**config.mk**
```make
export PLATFORM = sky130hd
export DESIGN_NAME = control
export DESIGN_NICKNAME = d
export VERILOG_FILES = /design/src/rtl/control.sv
export SDC_FILE = /design/constraint.sdc
export NUM_CORES = 1
export LEC_CHECK = 0
export ABC_AREA = 1
export CAP_MARGIN = 20
export CORE_MARGIN = 5
export CORE_UTILIZATION = 35
export CTS_BUF_LIST = sky130_fd_sc_hd__clkbuf_2
export CTS_CLUSTER_DIAMETER = 60
export CTS_CLUSTER_SIZE = 24
export DETAILED_ROUTE_END_ITERATION = 16
export GPL_TIMING_DRIVEN = 0
export SYNTH_ARGS = -nofsm -noshare
export SYNTH_HDL_FRONTEND = slang
export SYNTH_SLANG_ARGS = --single-unit
```
**constraint.sdc**
```tcl
create_clock -name clk -period 5.9 [get_ports clk]
set_clock_uncertainty 0.05 [all_clocks]
set_input_delay 0.59 -clock clk [delete_from_list [all_inputs] [get_ports clk]]
set_output_delay 0.59 -clock clk [all_outputs]
set_load 0.05 [all_outputs]
```
**src/rtl/control.sv**
```systemverilog
// Fetch/execute sequencer for the Z8 core: owns PC, IR, r0..r3 and the Z/C flags, and drives one shared byte-wide memory bus.
// Instructions take 2-5 cycles; memory is assumed combinational-read, so there is no bus stall or backpressure.
module control (
   input  logic        clk,
   input  logic        rst,
   input  logic [7:0]  dBusIn,
   output logic [7:0]  dBusOut,
   output logic        rWMem,
   output logic [15:0] addrBus,
   output logic [15:0] pcOutTest
);

   typedef enum logic [2:0] {
      S_FETCH  = 3'd0,
      S_DECODE = 3'd1,
      S_OPLO   = 3'd2,
      S_OPHI   = 3'd3,
      S_MEM    = 3'd4,
      S_HALT   = 3'd5
   } state_t;

   localparam logic [2:0] OP_NOP  = 3'd0;
   localparam logic [2:0] OP_MOV  = 3'd1;
   localparam logic [2:0] OP_LDI  = 3'd2;
   localparam logic [2:0] OP_LD   = 3'd3;
   localparam logic [2:0] OP_ST   = 3'd4;
   localparam logic [2:0] OP_ALU  = 3'd5;
   localparam logic [2:0] OP_JMP  = 3'd6;
   localparam logic [2:0] OP_HALT = 3'd7;

   state_t          state_q, state_d;
   logic [15:0]     pc_q, pc_d;
   logic [7:0]      ir_q, ir_d;
   logic [7:0]      lo_q, lo_d;
   logic [7:0]      hi_q, hi_d;
   logic [3:0][7:0] rf_q, rf_d;
   logic            z_q, z_d;
   logic            c_q, c_d;

   logic            mode;
   logic [1:0]      rd;
   logic [1:0]      rs;
   logic [2:0]      op;
   logic [7:0]      rd_val;
   logic [7:0]      rs_val;
   logic [8:0]      sum;
   logic [8:0]      diff;
   logic            wr_cycle;

   assign mode   = ir_q[7];
   assign rd     = ir_q[6:5];
   assign rs     = ir_q[4:3];
   assign op     = ir_q[2:0];
   assign rd_val = rf_q[rd];
   assign rs_val = rf_q[rs];

   // Ninth bit is carry-out for ADD and borrow for SUB.
   assign sum  = {1'b0, rd_val} + {1'b0, rs_val};
   assign diff = {1'b0, rd_val} - {1'b0, rs_val};

   always_comb begin
      state_d = state_q;
      pc_d    = pc_q;
      ir_d    = ir_q;
      lo_d    = lo_q;
      hi_d    = hi_q;
      rf_d    = rf_q;
      z_d     = z_q;
      c_d     = c_q;

      case (state_q)
         S_FETCH: begin
            ir_d    = dBusIn;
            pc_d    = pc_q + 16'd1;
            state_d = S_DECODE;
         end

         S_DECODE: begin
            case (op)
               OP_NOP: state_d = S_FETCH;
               OP_MOV: begin
                  rf_d[rd] = rs_val;
                  state_d  = S_FETCH;
               end
               OP_ALU: begin
                  if (mode) begin
                     rf_d[rd] = diff[7:0];
                     z_d      = (diff[7:0] == 8'h00);
                     c_d      = diff[8];
                  end else begin
                     rf_d[rd] = sum[7:0];
                     z_d      = (sum[7:0] == 8'h00);
                     c_d      = sum[8];
                  end
                  state_d = S_FETCH;
               end
               OP_HALT: state_d = S_HALT;
               OP_LDI,
               OP_LD,
               OP_ST,
               OP_JMP:  state_d = S_OPLO;
            endcase
         end

         S_OPLO: begin
            pc_d = pc_q + 16'd1;
            if (op == OP_LDI) begin
               rf_d[rd] = dBusIn;
               state_d  = S_FETCH;
            end else begin
               lo_d    = dBusIn;
               state_d = S_OPHI;
            end
         end

         S_OPHI: begin
            hi_d = dBusIn;
            pc_d = pc_q + 16'd1;
            if (op == OP_JMP) begin
               // mode=1 is JZ: fall through with the incremented PC when Z is clear.
               if (!mode || z_q) begin
                  pc_d = {dBusIn, lo_q};
               end
               state_d = S_FETCH;
            end else begin
               state_d = S_MEM;
            end
         end

         S_MEM: begin
            if (op == OP_LD) begin
               rf_d[rd] = dBusIn;
            end
            state_d = S_FETCH;
         end

         S_HALT: state_d = S_HALT;

         default: state_d = S_FETCH;
      endcase
   end

   always_ff @(posedge clk or negedge rst) begin
      if (!rst) begin
         state_q <= S_FETCH;
         pc_q    <= 16'h0000;
         ir_q    <= 8'h00;
         lo_q    <= 8'h00;
         hi_q    <= 8'h00;
         rf_q    <= '0;
         z_q     <= 1'b0;
         c_q     <= 1'b0;
      end else begin
         state_q <= state_d;
         pc_q    <= pc_d;
         ir_q    <= ir_d;
         lo_q    <= lo_d;
         hi_q    <= hi_d;
         rf_q    <= rf_d;
         z_q     <= z_d;
         c_q     <= c_d;
      end
   end

   // Bus outputs depend only on registered state, never on dBusIn.
   assign wr_cycle  = (state_q == S_MEM) && (op == OP_ST);
   assign addrBus   = (state_q == S_MEM) ? {hi_q, lo_q} : pc_q;
   assign rWMem     = ~wr_cycle;
   assign dBusOut   = wr_cycle ? rs_val : 8'h00;
   assign pcOutTest = pc_q;

endmodule

```
# ---- Yosys cells after proc, flatten, opt, wreduce, memory -nomap -nowiden
# Index checks and enable logic that the tools add are counted.
dict set report classes {
  reduce_logical 16
  eq_ne 15
  addsub 3
  n_mux 25
  n_lt_le_gt_ge 3
  bitwise_logic 2
}
# cell count
set ops {}
lappend ops {{32-bit bitwise mux} 4}
lappend ops {{32-bit 2-to-1 mux} 3}
lappend ops {{32-bit case mux with 3 select lines} 1}
lappend ops {{32-bit case mux with 2 select lines} 1}
lappend ops {{16-bit 2-to-1 mux} 3}
lappend ops {{8-bit binary-select mux with 2-bit select} 2}
lappend ops {{8-bit 2-to-1 mux} 4}
lappend ops {{16-bit case mux with 2 select lines} 1}
lappend ops {{3-bit == test, second input constant} 6}
lappend ops {{16-bit by 1-bit adder with 16-bit output, second input constant} 1}
lappend ops {{8-bit demux with 2-bit select} 1}
lappend ops {{8-bit logical NOT} 2}
lappend ops {{3-bit case mux with 5 select lines} 1}
lappend ops {{3-bit by 2-bit == test with 1-bit output, second input constant} 4}
lappend ops {{3-bit case mux with 3 select lines} 1}
lappend ops {{8-bit adder} 1}
lappend ops {{8-bit subtractor} 1}
lappend ops {{3-bit by 1-bit == test with 1-bit output, second input constant} 2}
lappend ops {{3-bit logical NOT} 2}
lappend ops {{2-bit by 3-bit less-than comparator with 1-bit output, second input constant} 2}
lappend ops {{2-bit != test, second input constant} 2}
lappend ops {{2-bit AND reduction} 2}
lappend ops {{4-bit AND reduction} 1}
lappend ops {{4-bit OR reduction} 1}
lappend ops {{other kinds (13)} 15}
dict set report totals {
  in_bits 10
  ff_bits 76
  elab_cells 74
}

# ---- Longest topological paths before layout
dict set report depth {
  depth_word 8
  ltp_mapped 21
  mapped_depth_nobuf 20
}

# ---- Worst setup path before layout
# No wires, ideal clock.
dict set report synth_path {
  kind {flip-flop to output port}
  startpoint {register state_q[1]}
  endpoint {output port dBusOut[2]}
  t_arrival_ns 2.341
  slack_ns 2.919
  path_stages_with_launch 6
  n_path_buf 0
  t_required_ns 5.260
  cell_sequence {dfrtp_1 > nor2_1 > nand2_1 > inv_1 > nand4_1 > nor2_1}
}
dict set report synth_via {
  elab_chain_cells 3
}
# element line_no
set synth_rtl {}
lappend synth_rtl {{start: declaration} 31} ;# state_t state_q, state_d;
lappend synth_rtl {{start signal: assignment} 154} ;# state_q <= state_d;
lappend synth_rtl {{3-bit == test} 166} ;# assign wr_cycle = (state_q == S_MEM) && (op == OP_ST);
lappend synth_rtl {{1-bit logical AND} 166}
lappend synth_rtl {{8-bit 2-to-1 mux} 169} ;# assign dBusOut = wr_cycle ? rs_val : 8'h00;
lappend synth_rtl {{end: declaration} 7} ;# output logic [7:0] dBusOut,
# Every way passes these cells.

# ---- Worst setup path after layout
dict set report layout_path {
  startpoint {register ir_q[4]}
  endpoint {output port dBusOut[0]}
}
dict set report layout_via {
  elab_chain_cells 3
}
# element line_no
set layout_rtl {}
lappend layout_rtl {{start: declaration} 33} ;# logic [7:0] ir_q, ir_d;
lappend layout_rtl {{start signal: assignment} 156} ;# ir_q <= ir_d;
lappend layout_rtl {{8-bit binary-select mux with 2-bit select} 55} ;# assign rs_val = rf_q[rs];
lappend layout_rtl {{8-bit 2-to-1 mux (implied by the code)} 55}
lappend layout_rtl {{8-bit 2-to-1 mux} 169}
# Every way passes these cells. The select of a mux whose other input is x is not followed.

==> metrics.md <==
| Metric | Value |
|---|---|
| Launch point of the worst path | `ir_q[4]` |
| Mean area per synthesized cell | `between 6 and 7 um2` |
| Synth top area cells | `dfrtp_1, nand2_1, nor2_1` |
| CP max stage delay | `~0.8 ns` |
| Grt total ovfl | `0` |
| Gr usage total | `18.5%` |
| Setup Buffers After CTS | `0` |
| Cell taking the most area after synthesis | `dfrtp_1` |
| #FFs+latches synth | `between 70 and 80` |
| Initial antenna violation count | `1` |
| # rows | `44` |
| Synthesized area | `5240 um2` |
| Final HPWL DP | `12400 um` |
| Root buffer cell | `clkbuf_2` |
| Io pins | `51` |
| RR Startpoint | `ir_q[5]` |
| # hold bufs at CTS | `1` |
| Hold Vio Cnt, Final | `0` |
| Commonest non-fill, non-tap cell in the layout | `nand2_1` |
| Post-CTS Resized | `0` |
| Longest Clk Path Bufs | `2` |
| Via-per-instance ratio | `5.15` |
| Slew Viols, Final | `0` |
| CTS tree | `done` |
| Initial detailed-routing violation count | `420` |
| Drt pass-1 iters | `5` |
| Yosys cell types | `40` |
| Final setup violation count | `0` |
| Status | `finished clean` |
| Yosys warns | `0` |
| DRC viols | `0` |
| Crit path DAT | `3.35 ns` |
| Overall die area | `between 15000 and 20000 um2` |
| Clock Latency Late Sink | `0.57 ns` |
| Die height | `132 um` |
| Commonest cells after routing, fill and taps aside | `nand2_1, nor2_1, inv_1` |
| DR vias | `5217` |
| Rel. slew slack | `roughly two fifths` |
| Die W | `132 um` |
| First-pass GRT wire length | `26100 um` |
| Startpoint types | `flip-flop` |
| Worst hold slack | `0.346 ns` |
| Aggregate negative setup slack | `0 ns` |
| Clock sinks | `76` |
| Minimum clock period | `3.99 ns` |
| Synth Net Count | `787` |
| Hold Crit Class | `input pin to asynchronous set/reset pin` |
| Vias in the first global route | `4854` |
| Core ar. | `~15000 um2` |
| Fin nets | `850` |
| Largest net degree at the start of global routing | `58` |
| Antenna Nets Post-Route | `0` |
| Gate Count Post-Synth | `760` |
| Initial core utilization | `35.9%` |
| Cts bufs inserted | `9` |
| Clk slew on worst S/H paths | `0.25 ns` |
| Area Growth Syn to Fin | `17.7%` |
| Post-synth top area share | `between 30% and 40%` |
| GPL Wtd Cong | `0.907` |
| Critical path peak fanout | `10` |
| IO buf count | `50` |
| Fmax | `251 MHz` |
| CP endpoint kind | `output port` |
| RSZ-0062 raised after global routing | `no` |
| CTS H-tree depth | `3` |
| Final Cycle Share | `67.6%` |
| Slew @ Worst Pin | `0.900 ns` |
| Required @ worst endpoint | `around 5.3 ns` |
| CP Cell Sequence | `inv_1 > clkbuf_1 > a21oi_1 > a32oi_1 > inv_1 > nor2_1 > clkdlybuf4s50_1` |
| Ratio of cells with drive above 1 in the final layout | `7.85%` |
| Most used cell, CP | `inv_1` |
| DR WL/cell | `about 16 um` |
| Setup CP Type | `flip-flop to output port` |
| Maxcap violations | `0` |
| Total length of routed wires | `~16000 um` |
| Post-synthesis sequential area ratio | `36.3%` |
| Critical-path top delay cell | `clkdlybuf4s50_1` |
## kinds of logic after synthesis
kind of cell | share of synthesized area [%]
compound gates | 18.8
simple gates | 30.2
xor+xnor | 1.67
fa+ha+maj | 4.34
buf+inv | 8.64
flops | 36.3
## per-stage QoR
stage | area (um2) | setup slack (ns) | std cells | util [%]
floorplan | 5240 | 2.92 | 760 | -
global placement | 5970 | 1.30 | 994 | 40.9
detailed placement | 6000 | 2.12 | 995 | 41.1
CTS | 6170 | 1.90 | 1012 | 42.3
global route | 6170 | 1.75 | 1013 | 42.3
finish | 6170 | 1.91 | 1013 | 42.3
## routing by layer
layer,GRT usage [%],wire length (um),vias up
met3,2.82,845,12
met4,4.75,177,0
met2,29.2,7630,144
li1,-,-,2590
met1,26.7,7810,2471
met5,0,0,-
## final cells by class
cell class                 instances  area (um2)
multi-input combinational        571        2890
antenna                            1        2.50
inverter                          91         362
sequential                        76        1900
tap                              184         230
buffer                            22        91.3
clock inverter                     6         111
fill                            1564        8420
timing repair buffer              52         536
clock buffer                      10        50.0
## cells in the mapped netlist (all sizes together)
| cell | instances |
|---|---|
| clkbuf | 15 |
| nand3b | 1 |
| a211oi | 1 |
| o21ai | 78 |
| nor2 | 106 |
| buf | 7 |
| o221ai | 1 |
| a31oi | 1 |
| nor4 | 1 |
| a221oi | 1 |
| xor2 | 7 |
| o211ai | 5 |
| xnor2 | 3 |
| nand2 | 217 |
| nand3 | 45 |
| or2 | 2 |
| a21oi | 49 |
| inv | 86 |
| o31ai | 1 |
| a32oi | 4 |
| nor3 | 3 |
| nand4 | 8 |
| clkinv | 5 |
| a22oi | 9 |
| o22ai | 7 |
| dfrtp | 76 |
| a221o | 1 |
| o21a | 2 |
| fa | 2 |
| and2 | 1 |
| ha | 15 |
## state kept, by name (all words and copies together), names as in the netlist
signal	cells
ir_q	8
lo_q	8
pcOutTest	16
hi_q	8
rf_q	32
z_q	1
state_q	3
## final timing paths
kind | end | slack, ns | depth (start not counted)
setup reg to reg | rf_q[1] | 2.04 | 15
min in group clk | rf_q[17] | 0.47 | 2
setup / recovery | dBusOut[0] | 1.91 | 7
max in group asynchronous | rf_q[21] | 4.83 | 3
hold / removal | pcOutTest[7] | 0.35 | 2
hold reg to reg | rf_q[17] | 0.47 | 2
## critical path: cells and delay by family (launching register included)
| kind | cells | cell delay (ns) |
|---|---|---|
| flops | 1 | 0.54 |
| simple gates | 1 | 0.11 |
| compound gates | 2 | 0.56 |
| buf+inv | 4 | 1.57 |
Power is left out: the tool's default activity adds up to more than one toggle a clock period on the data nets, which glitch-free logic cannot reach.
